`config.mk`:
```
export PLATFORM = sky130hd
export DESIGN_NAME = acc_cpu_param_flat
export DESIGN_NICKNAME = d
export VERILOG_FILES = /design/src/rtl/acc_cpu_param_if.sv /design/src/rtl/acc_cpu_param.sv /design/src/flat_wrapper.sv
export SDC_FILE = /design/constraint.sdc
export NUM_CORES = 1
export LEC_CHECK = 0
export ABC_CLOCK_PERIOD_IN_PS = 2600
export BUFFER_PORTS_ARGS = -buffer_cell sky130_fd_sc_hd__buf_2
export CELL_PAD_IN_SITES_DETAIL_PLACEMENT = 0
export CELL_PAD_IN_SITES_GLOBAL_PLACEMENT = 1
export CORE_ASPECT_RATIO = 1.2
export CORE_MARGIN = 8
export CORE_UTILIZATION = 45
export CTS_CLUSTER_SIZE = 16
export DETAILED_ROUTE_END_ITERATION = 8
export GPL_ROUTABILITY_DRIVEN = 0
export GPL_TIMING_DRIVEN = 0
export HOLD_SLACK_MARGIN = 0.1
export PLACE_DENSITY = 0.84
export SLEW_MARGIN = 40
export SYNTH_ARGS = -nofsm -noshare
export SYNTH_HDL_FRONTEND = slang
export SYNTH_SLANG_ARGS = --single-unit
```
`constraint.sdc`:
```
create_clock -name clk -period 2.6 [get_ports clk]
set_clock_uncertainty 0.15 [all_clocks]
set_input_delay 0.13 -clock clk [delete_from_list [all_inputs] [get_ports clk]]
set_output_delay 0.13 -clock clk [all_outputs]
set_load 0.005 [all_outputs]
```
`src/rtl/acc_cpu_param_if.sv`:
```
// Command channel of the accumulator CPU.
// The master drives a 2-bit command and a DW-bit argument under valid/ready.
// A command transfers on a posedge where cmd_valid and cmd_ready are both high.
interface acc_cpu_param_if #(
   parameter int DW = 4
);
   logic          cmd_valid;
   logic          cmd_ready;
   logic [1:0]    cmd;
   logic [DW-1:0] cmd_arg;

   modport master (
      output cmd_valid,
      output cmd,
      output cmd_arg,
      input  cmd_ready
   );

   modport slave (
      input  cmd_valid,
      input  cmd,
      input  cmd_arg,
      output cmd_ready
   );
endinterface

```
`src/rtl/acc_cpu_param.sv`:
```
// Parametrised accumulator CPU with an 8-opcode ISA.
// Code memory holds 3-bit opcodes and data memory holds DW-bit operands, both
// indexed by pc, so each instruction reads its opcode and operand from the
// same address in the same cycle.
// A run FSM (IDLE / EXEC / HALTED) executes one instruction per cycle. It
// supports an optional step budget, HALT, and an external stop.
// Optional feature macro: ACC_CPU_OUT_EN enables the OUT opcode. When it is
// undefined, opcode 6 is a NOP and out_valid/out_data stay at 0.
module acc_cpu_param #(
   parameter int DW = 4,
   parameter int AW = 3
) (
   input  logic              clk,
   input  logic              rst_n,
   acc_cpu_param_if.slave    cmd_if,
   input  logic              stop,
   output logic [AW-1:0]     pc,
   output logic [DW-1:0]     acc,
   output logic              carry,
   output logic              halted,
   output logic              out_valid,
   output logic [DW-1:0]     out_data
);

   localparam int DEPTH = 1 << AW;

   localparam logic [1:0] CMD_SETPC    = 2'd0;
   localparam logic [1:0] CMD_LOADCODE = 2'd1;
   localparam logic [1:0] CMD_LOADDATA = 2'd2;
   localparam logic [1:0] CMD_RUN      = 2'd3;

   localparam logic [2:0] OP_LOAD  = 3'd0;
   localparam logic [2:0] OP_STORE = 3'd1;
   localparam logic [2:0] OP_ADD   = 3'd2;
   localparam logic [2:0] OP_BZ    = 3'd3;
   localparam logic [2:0] OP_SUB   = 3'd4;
   localparam logic [2:0] OP_JMP   = 3'd5;
   localparam logic [2:0] OP_OUT   = 3'd6;
   localparam logic [2:0] OP_HALT  = 3'd7;

   localparam logic [AW-1:0] PC_ONE   = {{(AW-1){1'b0}}, 1'b1};
   localparam logic [DW-1:0] STEP_ONE = {{(DW-1){1'b0}}, 1'b1};

   typedef enum logic [1:0] {
      ST_IDLE   = 2'd0,
      ST_EXEC   = 2'd1,
      ST_HALTED = 2'd2
   } state_t;

   state_t          state_r;
   state_t          state_nxt_s;
   logic [AW-1:0]   pc_r;
   logic [AW-1:0]   pc_nxt_s;
   logic [DW-1:0]   acc_r;
   logic [DW-1:0]   acc_nxt_s;
   logic            carry_r;
   logic            carry_nxt_s;
   logic [DW-1:0]   steps_r;
   logic [DW-1:0]   steps_nxt_s;
   logic            out_valid_r;
   logic            out_valid_nxt_s;
   logic [DW-1:0]   out_data_r;
   logic [DW-1:0]   out_data_nxt_s;
   logic            halted_r;
   logic            cmd_ready_r;

   logic [2:0]      code_mem_r [DEPTH];
   logic [DW-1:0]   data_mem_r [DEPTH];

   logic            code_we_s;
   logic            data_we_s;
   logic [AW-1:0]   data_waddr_s;
   logic [DW-1:0]   data_wdata_s;

   logic [2:0]      op_s;
   logic [DW-1:0]   opnd_s;
   logic [AW-1:0]   npc_s;
   logic [DW:0]     sum_s;
   logic [DW:0]     diff_s;
   logic            cmd_fire_s;

   // The operand is read combinationally, so a STORE becomes visible only
   // from the following cycle. Subtraction borrow lands in diff_s[DW].
   assign op_s       = code_mem_r[pc_r];
   assign opnd_s     = data_mem_r[pc_r];
   assign npc_s      = pc_r + PC_ONE;
   assign sum_s      = {1'b0, acc_r} + {1'b0, opnd_s};
   assign diff_s     = {1'b0, acc_r} - {1'b0, opnd_s};
   assign cmd_fire_s = cmd_if.cmd_valid & cmd_ready_r;

   assign cmd_if.cmd_ready = cmd_ready_r;
   assign pc               = pc_r;
   assign acc              = acc_r;
   assign carry            = carry_r;
   assign halted           = halted_r;
   assign out_valid        = out_valid_r;
   assign out_data         = out_data_r;

   // Next-state logic: command handling outside EXEC, one instruction per cycle in EXEC
   always_comb begin
      state_nxt_s     = state_r;
      pc_nxt_s        = pc_r;
      acc_nxt_s       = acc_r;
      carry_nxt_s     = carry_r;
      steps_nxt_s     = steps_r;
      out_valid_nxt_s = 1'b0;
      out_data_nxt_s  = out_data_r;
      code_we_s       = 1'b0;
      data_we_s       = 1'b0;
      data_waddr_s    = pc_r;
      data_wdata_s    = cmd_if.cmd_arg;

      case (state_r)
         ST_IDLE, ST_HALTED: begin
            if (cmd_fire_s) begin
               case (cmd_if.cmd)
                  CMD_SETPC: begin
                     pc_nxt_s    = cmd_if.cmd_arg[AW-1:0];
                     acc_nxt_s   = '0;
                     carry_nxt_s = 1'b0;
                     state_nxt_s = ST_IDLE;
                  end
                  CMD_LOADCODE: begin
                     code_we_s = 1'b1;
                     pc_nxt_s  = npc_s;
                  end
                  CMD_LOADDATA: begin
                     data_we_s = 1'b1;
                     pc_nxt_s  = npc_s;
                  end
                  CMD_RUN: begin
                     // RUN is accepted in HALTED but changes nothing there
                     if (state_r == ST_IDLE) begin
                        steps_nxt_s = cmd_if.cmd_arg;
                        state_nxt_s = ST_EXEC;
                     end else begin
                        steps_nxt_s = steps_r;
                     end
                  end
                  default: begin
                     state_nxt_s = state_r;
                  end
               endcase
            end else begin
               state_nxt_s = state_r;
            end
         end

         ST_EXEC: begin
            if (stop) begin
               // An abort takes priority: nothing executes this cycle
               state_nxt_s = ST_IDLE;
               steps_nxt_s = '0;
            end else begin
               case (op_s)
                  OP_LOAD: begin
                     acc_nxt_s = opnd_s;
                     pc_nxt_s  = npc_s;
                  end
                  OP_STORE: begin
                     data_we_s    = 1'b1;
                     data_waddr_s = opnd_s[AW-1:0];
                     data_wdata_s = acc_r;
                     pc_nxt_s     = npc_s;
                  end
                  OP_ADD: begin
                     {carry_nxt_s, acc_nxt_s} = sum_s;
                     pc_nxt_s                 = npc_s;
                  end
                  OP_BZ: begin
                     if (acc_r == '0) begin
                        pc_nxt_s = opnd_s[AW-1:0];
                     end else begin
                        pc_nxt_s = npc_s;
                     end
                  end
                  OP_SUB: begin
                     {carry_nxt_s, acc_nxt_s} = diff_s;
                     pc_nxt_s                 = npc_s;
                  end
                  OP_JMP: begin
                     pc_nxt_s = opnd_s[AW-1:0];
                  end
                  OP_OUT: begin
`ifdef ACC_CPU_OUT_EN
                     out_valid_nxt_s = 1'b1;
                     out_data_nxt_s  = acc_r;
`else
                     out_valid_nxt_s = 1'b0;
`endif
                     pc_nxt_s = npc_s;
                  end
                  OP_HALT: begin
                     pc_nxt_s = pc_r;
                  end
                  default: begin
                     pc_nxt_s = npc_s;
                  end
               endcase

               // HALT overrides any pending step budget
               if (op_s == OP_HALT) begin
                  state_nxt_s = ST_HALTED;
                  steps_nxt_s = '0;
               end else if (steps_r != '0) begin
                  steps_nxt_s = steps_r - STEP_ONE;
                  if (steps_r == STEP_ONE) begin
                     state_nxt_s = ST_IDLE;
                  end else begin
                     state_nxt_s = ST_EXEC;
                  end
               end else begin
                  steps_nxt_s = '0;
               end
            end
         end

         default: begin
            state_nxt_s = ST_IDLE;
            steps_nxt_s = '0;
         end
      endcase
   end

   // State, architectural registers and registered status outputs
   always_ff @(posedge clk) begin
      if (!rst_n) begin
         state_r     <= ST_IDLE;
         pc_r        <= '0;
         acc_r       <= '0;
         carry_r     <= 1'b0;
         steps_r     <= '0;
         out_valid_r <= 1'b0;
         out_data_r  <= '0;
         halted_r    <= 1'b0;
         cmd_ready_r <= 1'b1;
      end else begin
         state_r     <= state_nxt_s;
         pc_r        <= pc_nxt_s;
         acc_r       <= acc_nxt_s;
         carry_r     <= carry_nxt_s;
         steps_r     <= steps_nxt_s;
         out_valid_r <= out_valid_nxt_s;
         out_data_r  <= out_data_nxt_s;
         halted_r    <= (state_nxt_s == ST_HALTED);
         cmd_ready_r <= (state_nxt_s != ST_EXEC);
      end
   end

   // Memory write ports; contents survive reset but no write lands while it is asserted
   always_ff @(posedge clk) begin
      if (rst_n && code_we_s) begin
         code_mem_r[pc_r] <= cmd_if.cmd_arg[2:0];
      end
      if (rst_n && data_we_s) begin
         data_mem_r[data_waddr_s] <= data_wdata_s;
      end
   end

endmodule

```
`src/flat_wrapper.sv`:
```
// flat-port wrapper written by rule: the top's interface ports become plain ports
module acc_cpu_param_flat 
#(
   parameter int DW = 4,
   parameter int AW = 3
)
  (clk, rst_n, stop, pc, acc, carry, halted, out_valid, out_data, cmd_if_cmd_valid, cmd_if_cmd, cmd_if_cmd_arg, cmd_if_cmd_ready);
  acc_cpu_param_if #(.DW(DW)) cmd_if_i ();
  input  logic clk;
  input  logic rst_n;
  input  logic stop;
  output logic [AW-1:0] pc;
  output logic [DW-1:0] acc;
  output logic carry;
  output logic halted;
  output logic out_valid;
  output logic [DW-1:0] out_data;
  input wire logic [$bits(cmd_if_i.cmd_valid)-1:0] cmd_if_cmd_valid;
  input wire logic [$bits(cmd_if_i.cmd)-1:0] cmd_if_cmd;
  input wire logic [$bits(cmd_if_i.cmd_arg)-1:0] cmd_if_cmd_arg;
  output wire logic [$bits(cmd_if_i.cmd_ready)-1:0] cmd_if_cmd_ready;
  assign cmd_if_i.cmd_valid = cmd_if_cmd_valid;
  assign cmd_if_i.cmd = cmd_if_cmd;
  assign cmd_if_i.cmd_arg = cmd_if_cmd_arg;
  assign cmd_if_cmd_ready = cmd_if_i.cmd_ready;
  acc_cpu_param #(.DW(DW), .AW(AW)) u_core (.clk(clk), .rst_n(rst_n), .cmd_if(cmd_if_i), .stop(stop), .pc(pc), .acc(acc), .carry(carry), .halted(halted), .out_valid(out_valid), .out_data(out_data));
endmodule
```
# Word level (Yosys, flattened, before mapping)
# Memories as Yosys holds them, arrays and structs flattened. A register that Yosys moved wholly into a read port is not among the register bits.
# Index checks and enable logic that the tools add are counted.
[classes]
n_addsub = 4
n_eq_ne = 24
muxes = 53
bitwise = 1
reduce_logical = 15
[ops]
columns = ["operator", "n"]
rows = [
  ["$mux W4", 12],
  ["$mux W3", 10],
  ["$pmux W4 S2", 2],
  ["$mux W1", 15],
  ["$reduce_and A5 Y1", 3],
  ["$eq A3 B3 Y1 const B", 4],
  ["$pmux W3 S2", 2],
  ["$pmux W4 S3", 1],
  ["$mux W2", 5],
  ["$pmux W3 S3", 1],
  ["$eq A2 B2 Y1 const B", 4],
  ["$ne A2 B2 Y1 const B", 4],
  ["$pmux W2 S2", 2],
  ["$eq A3 B2 Y1 const B", 2],
  ["$ne A2 B1 Y1 const B", 3],
  ["$ne A3 B3 Y1 const B", 2],
  ["$pmux W1 S2", 3],
  ["$add A4 B4 Y5", 1],
  ["$reduce_or A5 Y1", 1],
  ["$sub A4 B4 Y5", 1],
  ["$eq A2 B1 Y1 const B", 2],
  ["$eq A4 B1 Y1 const B", 1],
  ["$logic_not A2 Y1", 2],
  ["$logic_not A4 Y1", 1],
  ["11 further kinds", 13],
]
[word_totals]
ff_bits = 16
mem_bits_rw = 56
wordCells = 106
mem_count = 2
[mem_list]
columns = ["name", "depth", "word_bits", "read_ports", "rd_clocked_by_memory_dff", "write_ports", "line", "rtl"]
rows = [
  ["u_core.data_mem_r", 8, 4, 1, 1, 1, "acc_cpu_param.sv:68", "logic [DW-1:0] data_mem_r [DEPTH];"],
  ["u_core.code_mem_r", 8, 3, 1, 1, 1, "acc_cpu_param.sv:67", "logic [2:0] code_mem_r [DEPTH];"],
]

# Depth between registers and ports, before layout
[logic_depth]
ltp_word = 7
mapped_depth = 13

# Worst setup path after synthesis
# No wires, ideal clock.
[synth_timing]
path_kind = "reg2reg"
start = "reg with a tool-made name"
end = "reg u_core.carry_r (netlist: u_core.carry)"
arrival_ns = 2.627
required_time_ns = 2.327
setup_slack_ns = -0.300
stages_incl_launch_ff = 12
cell_sequence = "dfxtp_1 clkbuf_1 mux4_2 mux2_2 ha_1 fa_1 inv_1 a21o_1 a21oi_1 o311a_1 o2111ai_1 o21ai_1"
[synth_lines]
columns = ["element", "line", "rtl"]
rows = [
  ["end signal, assigned", "acc_cpu_param.sv:241", "carry_r <= carry_nxt_s;"],
  ["end, declared", "acc_cpu_param.sv:56", "logic carry_r;"],
]

==> results by group <==
Outcome
  – Outcome: finished with violations
  – Failing checks: setup timing

Setup path
  – Crit path arrival time: around 2.9 ns
  – Critical Path Fanout Max: 6
  – Crit. End Element: flip-flop
  – Crit path required time: between 2 and 3 ns
  – Setup crit start kind: flip-flop
  – Crit path kind: flip-flop to flip-flop

Drt
  – DR vias: approximately 2900
  – Final WL: 9.71 mm
  – Vias per cell: around 5.6
  – DRC viols: 0
  – Final ANT Viol Nets: 0
  – Initial drt markers: 170
  – First-pass DRT Iterations: 4
  – Drt wl/cell: ~19 um

Timing
  – Slew margin rel.: 0.453
  – Final setup violation count: just over 80
  – Post-route minimum period: ~2.8 ns
  – Fmax: approximately 0.36 GHz
  – Fin. Hold Viols: 0
  – Worst setup margin: -0.195 ns
  – Tightest Pin Transition: 0.818 ns
  – Slew Limit Fails: 0
  – Fin crit share: 1.08
  – RSZ-0062 raised after global routing: yes

Clock network
  – Clock root cell: clkbuf_8
  – Clk_lat worst skew: between 0.3 and 0.4 ns
  – Worst-path clk slew: roughly 0.08 ns
  – TritonCTS clock tree: built
  – # clock sinks: 75
  – H-tree levels: 3
  – Clock buffer depth: 2
  – CTS Buf Count: 9

Global route
  – Vias in the first global route: between 2000 and 3000
  – First-pass GRT wire length: around 15 mm
  – Largest net degree at the start of global routing: 14
  – Initial antenna violation count: 0
  – Overall Global Routing Usage: 0.161
  – GRT overflow: 0

Layout
  – Core Util, Final: 0.603
  – Final nets: 420
  – P&R area growth vs syn: 30.3%
  – Final instance area: about 0.0052 mm^2
  – Antenna cells: 0
  – Layout cells sized above 1: 0.401
  – Fillers: between 600 and 700

Placed design
  – Dpl cell area: between 0.004 and 0.005 mm^2
  – Post-DP HPWL: ~6.4 mm
  – Port Buffer Count: 18

Flow run
  – Max Cap Violations: 0

Logic synthesis
  – Most used flip-flop cell after synthesis: edfxtp_1
  – Post-synthesis sequential area ratio: 0.520
  – Post-synth EDFFs: 56
  – Unique cell type count in the Yosys netlist: 56
  – Yosys warns: 0
  – Share of flip-flops with an asynchronous set or reset: 0
  – Syn Area/Cell: roughly 12 um^2
  – Post-Syn Instances: 324
  – Synthesized area: 0.00396 mm^2
  – Synth Register Bits: 75

Die
  – Die Y: ~120 um
  – Placeable Area: about 0.0086 mm^2
  – Row Count: 37
  – Die area: 0.0121 mm^2
  – Die X: between 100 and 150 um
  – Initial Util: 0.463
  – Ports: 25

Pwr
  – Clock power frac: 0.259
  – Seq pwr share: 0.397
  – Pwr Density: roughly 660 mW/mm^2
  – Logic pwr share: 0.344
  – Switching pwr: 1.05 mW
  – Internal: approximately 2.3 mW
  – Worst VDD drop: 0.258 mV
  – Final Power: ~3.4 mW
  – Static Leak: roughly 1.9 nW
  – Switching Fraction: 0.309

Min path
  – HP Class: input pin to flip-flop
-- layout by cell type, fill, tap and decap left out, types with 4 or more instances in the layout --
master / count
nor3_1: 6
a21oi_2: 4
inv_1: 13
mux2i_4: 4
nor2_4: 9
buf_6: 6
o21ai_2: 4
buf_4: 30
mux4_2: 12
dfxtp_1: 17
nor2_1: 17
ha_1: 10
nand2_2: 6
nand2_1: 15
mux2_4: 7
o21ai_0: 10
o21ai_1: 5
dlygate4sd3_1: 6
conb_1: 5
clkbuf_8: 10
a21oi_1: 10
edfxtp_1: 56
mux2i_1: 14
clkbuf_1: 6
o21a_1: 5
buf_2: 18
-- synth_stat cells (4+ instances only) --
library cell  instances  area share
nor3_1                7      0.0088
a21oi_1              14       0.018
clkbuf_1              7      0.0066
nand2_1              23       0.022
nor2b_1               4      0.0063
nor2_1               25       0.024
buf_4                 6       0.011
ha_1                 14       0.044
dfxtp_1              19       0.096
inv_1                17       0.016
a22o_1                5       0.011
o21ai_0              15       0.019
mux2i_1              20       0.051
mux4_2               12       0.068
edfxtp_1             56        0.42
o21a_1                5      0.0095
mux2_2                6       0.017
o21ai_1               6      0.0076
-- final cells by class --
| cell class | instances | area, um^2 | share of cell area |
|---|---|---|---|
| timing repair buffer | 55 | 438 | 0.0848 |
| inverter | 17 | 66.3 | 0.0128 |
| buffer | 16 | 140 | 0.0271 |
| clock inverter | 6 | 63.8 | 0.0124 |
| sequential | 75 | 2070 | 0.400 |
| clock buffer | 10 | 128 | 0.0247 |
| multi-input combinational | 220 | 2120 | 0.410 |
| tap | 117 | 146 | 0.0283 |
-- sequential cells by signal, indices dropped and copies added (netlist names), named ones only --
register                 count
u_core.code_mem_r           24
u_core.steps_r               4
u_core.carry                 1
u_core.acc                   4
u_core.halted                1
u_core.state_r               2
u_core.pc                    3
u_core.data_mem_r           32
u_core.cmd_if.cmd_ready      1
-- stage by stage --
stage	setup slack [ns]	setup TNS, ns	cells	hold slack [ns]
3_5_place_dp	-0.440	-19.77	463	0.295
5_1_grt	-0.297	-13.85	516	0.274
3_3_place_gp	-0.352	-17.45	463	0.286
4_1_cts	-0.186	-4.74	500	0.119
2_1_floorplan	-0.0997	-0.167	328	0.0789
6_report	-0.195	-9.01	516	0.149
-- power groups by stage --
| stage | Clock [mW] | Sequential [mW] | Combinational [mW] |
|---|---|---|---|
| global route | 0.948 | 1.35 | 1.24 |
| global placement | 0 | 1.37 | 0.771 |
| CTS | 0.902 | 1.34 | 0.950 |
| detailed placement | 0 | 1.37 | 0.776 |
| finish | 0.878 | 1.35 | 1.17 |
| floorplan | 0 | 1.36 | 0.601 |
-- cell families (layout without fill, tap and decap cells) --
| family | after synthesis | after routing | share of synthesized area |
|---|---|---|---|
| compound gates | 79 | 79 | 0.137 |
| simple gates | 77 | 77 | 0.0938 |
| flops | 75 | 75 | 0.520 |
| mux | 42 | 42 | 0.151 |
| buf+inv | 33 | 104 | 0.0410 |
| fa+ha+maj | 16 | 16 | 0.0543 |
| other cells | 1 | 5 | 0.000946 |
| xor+xnor | 1 | 1 | 0.00221 |
-- metal layers --
metal  vias up  GRT usage  part of all wire
met1      1451      0.187              0.41
li1       1360          -                 -
met5         -          0                 0
met2        59      0.271              0.53
met3        21     0.0251             0.030
met4         0     0.0952             0.029
-- what timing repair did --
item | in CTS | in global routing
endpoints found under the setup margin | 74 | 79
resized for setup | 46 | 49
gates cloned | 1 | 0
buffers inserted | 14 | 16
pin swaps | 9 | 28
hold buffers | 6 | 0
endpoints found under the hold margin | 37 | 0
-- final timing paths --
path,to,startpoint,cells after the start,slack (ns)
worst max-delay path,u_core.acc[3]$_SDFFE_PN0P_,flip-flop,13,-0.20
worst min-delay path,u_core.halted$_SDFF_PN0_,cmd_if_cmd_valid,4,0.15
worst max register to register,u_core.acc[3]$_SDFFE_PN0P_,flip-flop,13,-0.20
worst min register to register,u_core.carry$_SDFFE_PN0P_,u_core.carry$_SDFFE_PN0P_,2,0.30
-- critical path, stage by stage (launching register included) --
cell and delay, ns:
dfxtp_4 0.36, buf_12 0.13, buf_12 0.13, mux2i_2 0.15, a22o_1 0.23, a221o_2 0.40
ha_4 0.30, inv_2 0.04, a21oi_2 0.11, o21bai_1 0.11, buf_4 0.14, mux2i_1 0.12
o21ai_1 0.09, a32o_1 0.25
Note: power is estimated with default switching activity, not from simulation.
